==> src/rtl/maze_tile_plotter.sv <==
// Purpose: maps the maze counter's pixel stream to VGA writes via tile RAM lookup; optional MAZE_PLAYER_OVERLAY_EN.
// Latency: pix_valid sampled at edge N -> plot high after edge N+2; one pixel per cycle.
// Backpressure: none; upstream is throttled only through pos_enable (RUN state).
module maze_tile_plotter #(
   parameter int                  COLOUR_W      = 3,
   parameter logic [COLOUR_W-1:0] PATH_COLOUR   = 3'b111,
   parameter logic [COLOUR_W-1:0] WALL_COLOUR   = 3'b000,
   parameter logic [COLOUR_W-1:0] START_COLOUR  = 3'b010,
   parameter logic [COLOUR_W-1:0] EXIT_COLOUR   = 3'b100,
   parameter logic [COLOUR_W-1:0] PLAYER_COLOUR = 3'b001
) (
   input  logic                clk,
   input  logic                reset,
   input  logic                start,
   input  logic                pix_valid,
   input  logic [9:0]          tile_addr,
   input  logic [8:0]          pix_x,
   input  logic [8:0]          pix_y,
   input  logic                frame_done_in,
   output logic                pos_enable,
   output logic [9:0]          ram_addr,
   input  logic [2:0]          ram_q,
`ifdef MAZE_PLAYER_OVERLAY_EN
   input  logic [4:0]          player_x,
   input  logic [4:0]          player_y,
`endif
   output logic [8:0]          vga_x,
   output logic [7:0]          vga_y,
   output logic [COLOUR_W-1:0] vga_colour,
   output logic                plot,
   output logic                busy,
   output logic                done,
   output logic [15:0]         pix_count
);

   typedef enum logic [1:0] {IDLE, RUN, DRAIN, DONE} state_t;

   // Per-pixel sideband carried alongside the RAM read.
   typedef struct packed {
      logic [8:0] x;
      logic [7:0] y;
`ifdef MAZE_PLAYER_OVERLAY_EN
      logic       ovl;
`endif
   } pix_t;

   state_t state, state_nxt;
   logic   drain_cnt;
   logic   capture;
   logic   v0, v1;
   pix_t   s0, s1;

   // Only 240 lines are ever drawn, so the top y bit never reaches the adapter.
   logic   unused_pix_y8;
   assign unused_pix_y8 = pix_y[8];

   assign capture = (state == RUN) && pix_valid;

   function automatic logic [COLOUR_W-1:0] tile_colour(input logic [2:0] code);
      case (code)
         3'd0:    tile_colour = PATH_COLOUR;
         3'd2:    tile_colour = START_COLOUR;
         3'd3:    tile_colour = EXIT_COLOUR;
         default: tile_colour = WALL_COLOUR;
      endcase
   endfunction

   // State register; drain_cnt marks the second DRAIN cycle.
   always_ff @(posedge clk) begin
      if (reset) begin
         state     <= IDLE;
         drain_cnt <= 1'b0;
      end else begin
         state     <= state_nxt;
         drain_cnt <= (state == DRAIN);
      end
   end

   // Next-state and control outputs. DRAIN lasts two cycles, the pipeline depth,
   // so a pixel captured alongside frame_done_in is plotted in the DONE cycle.
   always_comb begin
      state_nxt  = state;
      pos_enable = 1'b0;
      busy       = 1'b0;
      done       = 1'b0;
      case (state)
         IDLE: if (start) state_nxt = RUN;
         RUN: begin
            pos_enable = 1'b1;
            busy       = 1'b1;
            if (frame_done_in) state_nxt = DRAIN;
         end
         DRAIN: begin
            busy = 1'b1;
            if (drain_cnt) state_nxt = DONE;
         end
         DONE: begin
            done      = 1'b1;
            state_nxt = IDLE;
         end
         default: state_nxt = IDLE;
      endcase
   end

   // Stage 0 issues the RAM read; the wait stage holds sideband until ram_q arrives.
   always_ff @(posedge clk) begin
      if (reset) begin
         v0       <= 1'b0;
         v1       <= 1'b0;
         s0       <= '0;
         s1       <= '0;
         ram_addr <= '0;
      end else begin
         v0 <= capture;
         v1 <= v0;
         s1 <= s0;
         if (capture) begin
            ram_addr <= tile_addr;
            s0.x     <= pix_x;
            s0.y     <= pix_y[7:0];
`ifdef MAZE_PLAYER_OVERLAY_EN
            s0.ovl   <= (tile_addr[4:0] == player_x) && (tile_addr[9:5] == player_y);
`endif
         end
      end
   end

   // Stage 1: colour lookup, VGA write strobe and saturating pixel counter.
   always_ff @(posedge clk) begin
      if (reset) begin
         plot       <= 1'b0;
         vga_x      <= '0;
         vga_y      <= '0;
         vga_colour <= '0;
         pix_count  <= '0;
      end else begin
         plot <= v1;
         if (v1) begin
            vga_x <= s1.x;
            vga_y <= s1.y;
`ifdef MAZE_PLAYER_OVERLAY_EN
            vga_colour <= s1.ovl ? PLAYER_COLOUR : tile_colour(ram_q);
`else
            vga_colour <= tile_colour(ram_q);
`endif
            if (pix_count != 16'hFFFF) pix_count <= pix_count + 16'd1;
         end
         if (state == IDLE && start) pix_count <= '0;
      end
   end

endmodule

==> config.mk <==
export PLATFORM = sky130hd
export DESIGN_NAME = maze_tile_plotter
export DESIGN_NICKNAME = d
export VERILOG_FILES = /design/src/rtl/maze_tile_plotter.sv
export SDC_FILE = /design/constraint.sdc
export NUM_CORES = 1
export LEC_CHECK = 0
export BUFFER_PORTS_ARGS = -buffer_cell sky130_fd_sc_hd__buf_4
export CAP_MARGIN = 20
export CELL_PAD_IN_SITES_DETAIL_PLACEMENT = 1
export CELL_PAD_IN_SITES_GLOBAL_PLACEMENT = 2
export CORE_UTILIZATION = 28
export CTS_CLUSTER_SIZE = 16
export DETAILED_ROUTE_END_ITERATION = 8
export GPL_TIMING_DRIVEN = 0
export PLACE_DENSITY_LB_ADDON = 0.2
export SLEW_MARGIN = 20
export SYNTH_ARGS = -nofsm -noshare
export SYNTH_HDL_FRONTEND = slang
export SYNTH_SLANG_ARGS = --single-unit
==> constraint.sdc <==
create_clock -name clk -period 1.7 [get_ports clk]
set_clock_uncertainty 0.15 [all_clocks]
set_input_delay 0.17 -clock clk [delete_from_list [all_inputs] [get_ports clk]]
set_output_delay 0.17 -clock clk [all_outputs]
set_load 0.1 [all_outputs]
# After elaboration in Yosys (flattened, before gate mapping)

Cells that the tools add are included.

Register bits: 86
Latch bits: 0
Memory bits (writable): 0
ROM bits: 0
Input bits: 36
Word-level logic and storage cells: 40
Memories kept: 0

$add $sub $neg: 1
Multipliers: 0
Divide/modulo/power cells: 0
$lt $le $gt $ge: 0
Equality and inequality tests: 9
Shift operators: 0
Mux-type cells: 8
Bitwise gates (word level): 0
Reduce and logical (&&, ||, !) cells: 8

Operator list:

| cell                                                 | count |
|---|---|
| adder 16 x 1 -> 16 bit (second input constant)       | 1 |
| != test 16 bit (second input constant)               | 1 |
| one-hot mux 3 bit (3 select lines)                   | 1 |
| one-hot mux 2 bit (4 select lines)                   | 1 |
| equality test 3 x 2 -> 1 bit (second input constant) | 2 |
| 2-to-1 mux 2 bit                                     | 3 |
| != test 2 bit (second input constant)                | 3 |
| equality test 2 bit (second input constant)          | 2 |
| OR reduction 2 bit                                   | 2 |
| zero test 3 bit                                      | 1 |
| 2-to-1 mux 1 bit                                     | 3 |
| AND reduction 3 bit                                  | 1 |
| equality test 2 x 1 -> 1 bit (second input constant) | 1 |
| logical AND 1 bit                                    | 2 |
| zero test 2 bit                                      | 1 |
| AND reduction 2 bit                                  | 1 |

# Longest topological paths before layout

Depth after elaboration: 3
Depth in mapped cells: 6
Gate-level depth less buffers: 5

# Worst setup path before layout

No wires, ideal clock.

Path type: register to register
Start point: reg state[1]
End point: reg s0[10] in the netlist's numbering
Setup time: 0.058 ns
Arrival time: 2.410 ns
Path slack: -0.919 ns
Stages on the path, launching flop included: 7
Path buffers: 1
Period minus slack after synthesis: 2.619 ns
Cells stage by stage: dfxtp_1 -> inv_1 -> ha_1 -> nand2_1 -> nor2_1 -> buf_2 -> o22a_1

Word-level cells in the longest chain between the ends: 2

RTL lines:

| element                      | RTL line | source |
|---|---|---|
| from (decl)                  | 47       | `state_t state, state_nxt;` |
| from (signal assigned)       | 74       | `state <= state_nxt;` |
| equality test 2 x 1 -> 1 bit | 57       | `assign capture = (state == RUN) && pix_valid;` |
| logical AND 1 bit            | 57       |  |
| to (decl)                    | 51       | `pix_t s0, s1;` |

No other way between the ends.
A chain may end at the register's enable or synchronous reset.

# Worst setup path in the final report

Start point: reg pix_count[1]
End point: reg pix_count[7]

Word-level cells in the longest chain between the ends: 2
Elaborated cells between the ends (all ways): 3

RTL lines:

| element                                                        | RTL line | source |
|---|---|---|
| from (decl)                                                    | 33       | `output logic [15:0] pix_count` |
| from (signal assigned)                                         | 146      | `if (pix_count != 16'hFFFF) pix_count <= pix_count + 16'd1;` |
| branches (longest 2 deep; another with adder 16 x 1 -> 16 bit) | --       |  |

Several ways; the timed one is not identified.

==> load_flow_metrics.sql <==
INSERT INTO impl_metrics (metric_group, metric, value, unit) VALUES
('routing', 'via_count', '2719', ''),
('sta', 'timing.slew.headroom', '60.5', '%'),
('routing', 'drt_wl_total', '8200', 'µm'),
('sta', 'fin_hold_ws', '10.8', 'ps'),
('cts', 'cts_sinks', '86', ''),
('critical_path', 'crit_start_category', 'flop', ''),
('cts', 'ctsLongestPathBuffers', '2', ''),
('power_and_ir_drop', 'ir_worst_vdd', '577', 'µV'),
('synth', 'post_synth_main_area_contributors', 'sky130_fd_sc_hd__dfxtp_1 (55%), sky130_fd_sc_hd__mux2i_1 (6.7%), sky130_fd_sc_hd__o22a_1 (4.8%), sky130_fd_sc_hd__nor2b_1 (4.0%), sky130_fd_sc_hd__nor2_1 (3.5%)', ''),
('sta', 'hold_viol_final', '0', ''),
('routing', 'detailed_route_wire_length_per_cell', '14.0', 'µm'),
('global_route', 'grt_pass1_wl', '13500', 'µm'),
('routing', 'drt_pre_antenna_iters', '4', ''),
('sta', 'timing_max_transition_violations_final', '0', ''),
('cts', 'cts_made_buffers', '9', ''),
('routing', 'via_per_inst', '4.62', ''),
('min_path', 'hold_class', 'in -> reg', ''),
('critical_path', 'kind_of_end_point_of_the_critical_path', 'flop', ''),
('critical_path', 'critical_path.max_fanout', '3', ''),
('synth', 'netlist_area', '3120', 'µm²'),
('synth', 'synth_area_per_cell', '10.2', 'µm²'),
('synth', 'yosys.area.top_type', 'sky130_fd_sc_hd__dfxtp_1', ''),
('synth', 'synth_largest_type_area_fraction', '55.2', '%'),
('floorplan', 'fp.dieH', '108', 'µm'),
('floorplan', 'num_rows', '38', ''),
('floorplan', 'core_area', '10800', 'µm²'),
('sta', 'setup_viol', '0', ''),
('sta', 'worst-slew-pin-transition', '592', 'ps'),
('critical_path', 'worst-setup-path-type', 'reg -> reg', ''),
('sta', 'rsz0062_at_grt', 'true', ''),
('cts', 'worst_setup_hold_path_clk_slew', '90', 'ps'),
('floorplan', 'initial_cell_density_of_the_core', '28.8', '%'),
('cts', 'clock-root-buffer', 'sky130_fd_sc_hd__clkbuf_8', ''),
('synth', 'synth_async_sr_flop_share', '0', '%'),
('power_and_ir_drop', 'power_leakage', '1.89', 'nW'),
('critical_path', 'worst-endpoint-required', '1820', 'ps'),
('placed_design', 'port_buffers', '83', ''),
('global_route', 'grt_antenna_before_repair', '0', ''),
('synth', 'synth_enable_flop_cells', '0', ''),
('sta', 'timing.final.crit_share', '97.9', '%'),
('synth', 'yosys_warnings', '0', ''),
('placed_design', 'globalplace.congestion', '0.708', ''),
('floorplan', 'chipWidth', '108', 'µm'),
('synth', 'ys_ff_latch', '86', ''),
('synth', 'post_synth_inst_count', '305', ''),
('run', 'max-cap-violations', '0', ''),
('finish', 'syn_to_final_growth', '52.1', '%'),
('floorplan', 'floorplan.die_area', '11600', 'µm²'),
('finish', 'final_core_util', '43.7', '%'),
('synth', 'synth.net_count', '347', ''),
('routing', 'drt_iter0_markers', '86', ''),
('cts', 'cts_htree_levels', '3', ''),
('synth', 'synth.yosys.seq_area_share', '55.2', '%'),
('synth', 'post_synth_most_frequent_cells', 'sky130_fd_sc_hd__dfxtp_1 (86), sky130_fd_sc_hd__nor2_1 (29), sky130_fd_sc_hd__nand2_1 (25), sky130_fd_sc_hd__a21oi_1 (21), sky130_fd_sc_hd__mux2i_1 (21)', ''),
('global_route', 'groute.usage.overall', '15.0', '%'),
('cts', 'cts_tree', 'yes', ''),
('floorplan', 'boundaryPins', '86', ''),
('sta', 'final.min_clock_period', '1660', 'ps'),
('global_route', 'gr_ovfl_total', '0', ''),
('synth', 'yosys.cell_count.top_type', 'sky130_fd_sc_hd__dfxtp_1', ''),
('cts', 'insertion_delay', '350', 'ps'),
('synth', 'netlist-cell-type-count', '39', ''),
('sta', 'max_freq', '601', 'MHz'),
('global_route', 'grt_pass1_vias', '2799', ''),
('routing', 'drc_errors', '0', ''),
('routing', 'ant_nets', '0', ''),
('finish', 'n_antenna_cell', '0', ''),
('finish', 'final_net_count', '486', ''),
('finish', 'post_route_cells_drive_above_1_share', '37.1', '%'),
('synth', 'top_flip_flop_cell_by_instance_count_after_synthesis', 'sky130_fd_sc_hd__dfxtp_1', ''),
('critical_path', 'arrival', '1790', 'ps'),
('outcome', 'run_status', 'complete, no violations', ''),
('power_and_ir_drop', 'power_density', '1150', 'nW/µm²'),
('placed_design', 'dp_hpwl', '5400', 'µm'),
('global_route', 'grt_start_max_net_pins', '16', '');
==> cells in the final DEF (no fill, tap or decap), types with 4 or more instances in the layout <==
cell type	netlist	routed
sky130_fd_sc_hd__a21oi_1	21	19
sky130_fd_sc_hd__nand2_1	25	24
sky130_fd_sc_hd__buf_6	2	4
sky130_fd_sc_hd__mux2i_1	21	21
sky130_fd_sc_hd__clkbuf_8	0	9
sky130_fd_sc_hd__inv_1	8	6
sky130_fd_sc_hd__dlygate4sd3_1	0	30
sky130_fd_sc_hd__buf_4	0	98
sky130_fd_sc_hd__or3_1	7	7
sky130_fd_sc_hd__nor2b_1	20	20
sky130_fd_sc_hd__dfxtp_4	0	18
sky130_fd_sc_hd__o21ai_1	6	5
sky130_fd_sc_hd__dfxtp_1	86	68
sky130_fd_sc_hd__nor2_1	29	28
sky130_fd_sc_hd__nand3_1	5	4
sky130_fd_sc_hd__nand4_1	4	4
sky130_fd_sc_hd__o22a_1	17	17
==> state kept, by name, summed over array words and instances, names as in the netlist, 2 cells and up <==
| name | flops |
|---|---|
| vga_x | 9 |
| ram_addr | 10 |
| pix_count | 16 |
| vga_colour | 3 |
| vga_y | 8 |
| state | 2 |
| s1 | 17 |
| s0 | 17 |
==> what timing repair did <==
action / 4_1_cts / 5_1_grt
gates cloned: 0 / 1
hold buffers: 30 / 0
pin swaps: 3 / 14
setup endpoints to repair: 16 / 36
endpoints found under the hold margin: 29 / 0
gates resized for setup: 6 / 23
buffers inserted: 5 / 10
==> kinds of logic after synthesis <==
group / share of synthesized area [%]
multiplexers: 6.74
XOR/XNOR: 0.843
flip-flops: 55.2
AO/OA/AOI/OAI: 13.7
AND/OR/NAND/NOR: 17.5
adder cells (fa/ha/maj): 2.41
buffers and inverters: 3.53
==> final timing paths <==
check | end | cells past startpoint | slack (ps) | from
worst max-delay path | pix_count[7] | 6 | 40 | pix_count[1]
worst min-delay path | pix_count[15] | 3 | 10 | start
worst max register to register | pix_count[7] | 6 | 40 | pix_count[1]
worst min register to register | v1 | 1 | 300 | v0
==> area by class of cell <==
type | count | area [µm²]
buffer | 15 | 86.3
clock buffer | 9 | 124
clock inverter | 6 | 70.1
fill | 1217 | 6100
inverter | 8 | 30.0
multi-input combinational | 195 | 1420
sequential | 86 | 1790
tap | 140 | 175
timing repair buffer | 129 | 1050
==> worst max-delay path, cell delays in order (launching register included) <==
cell and delay (ps):
sky130_fd_sc_hd__dfxtp_4 370, sky130_fd_sc_hd__buf_4 110, sky130_fd_sc_hd__and4_4 250, sky130_fd_sc_hd__buf_4 120, sky130_fd_sc_hd__nand4_1 120, sky130_fd_sc_hd__or3_1 320
sky130_fd_sc_hd__a21oi_1 140
==> power by group <==
group / total [W] / internal (W) / switching [W]
sequential: 0.00231 / 0.00223 / 0.0000809
combinational: 0.00169 / 0.000607 / 0.00108
clock: 0.00146 / 0.000683 / 0.000774
==> metrics by stage <==
step / power [W] / TNS (ps) / setup WS [ps] / std cells / instance area, µm²
5_1_grt: 0.00575 / -68.4 / -32.3 / 588 / 4740
3_3_place_gp: 0.00380 / -8550 / -293 / 528 / 4030
3_5_place_dp: 0.00382 / -9640 / -351 / 528 / 4030
4_1_cts: 0.00541 / 0 / 4.63 / 578 / 4580
6_report: 0.00546 / 0 / 35.8 / 588 / 4740
2_1_floorplan: 0.00350 / -901 / -132 / 305 / 3230
==> per-layer routing <==
layer,GRT usage (%),vias to the layer above,share of wire [%]
li1,-,1347,-
met3,4.00,9,4.9
met1,17.8,1303,45
met4,4.99,0,1.1
met5,0,-,0
met2,26.0,60,49
No activity file was read; power rests on OpenSTA's default activity.
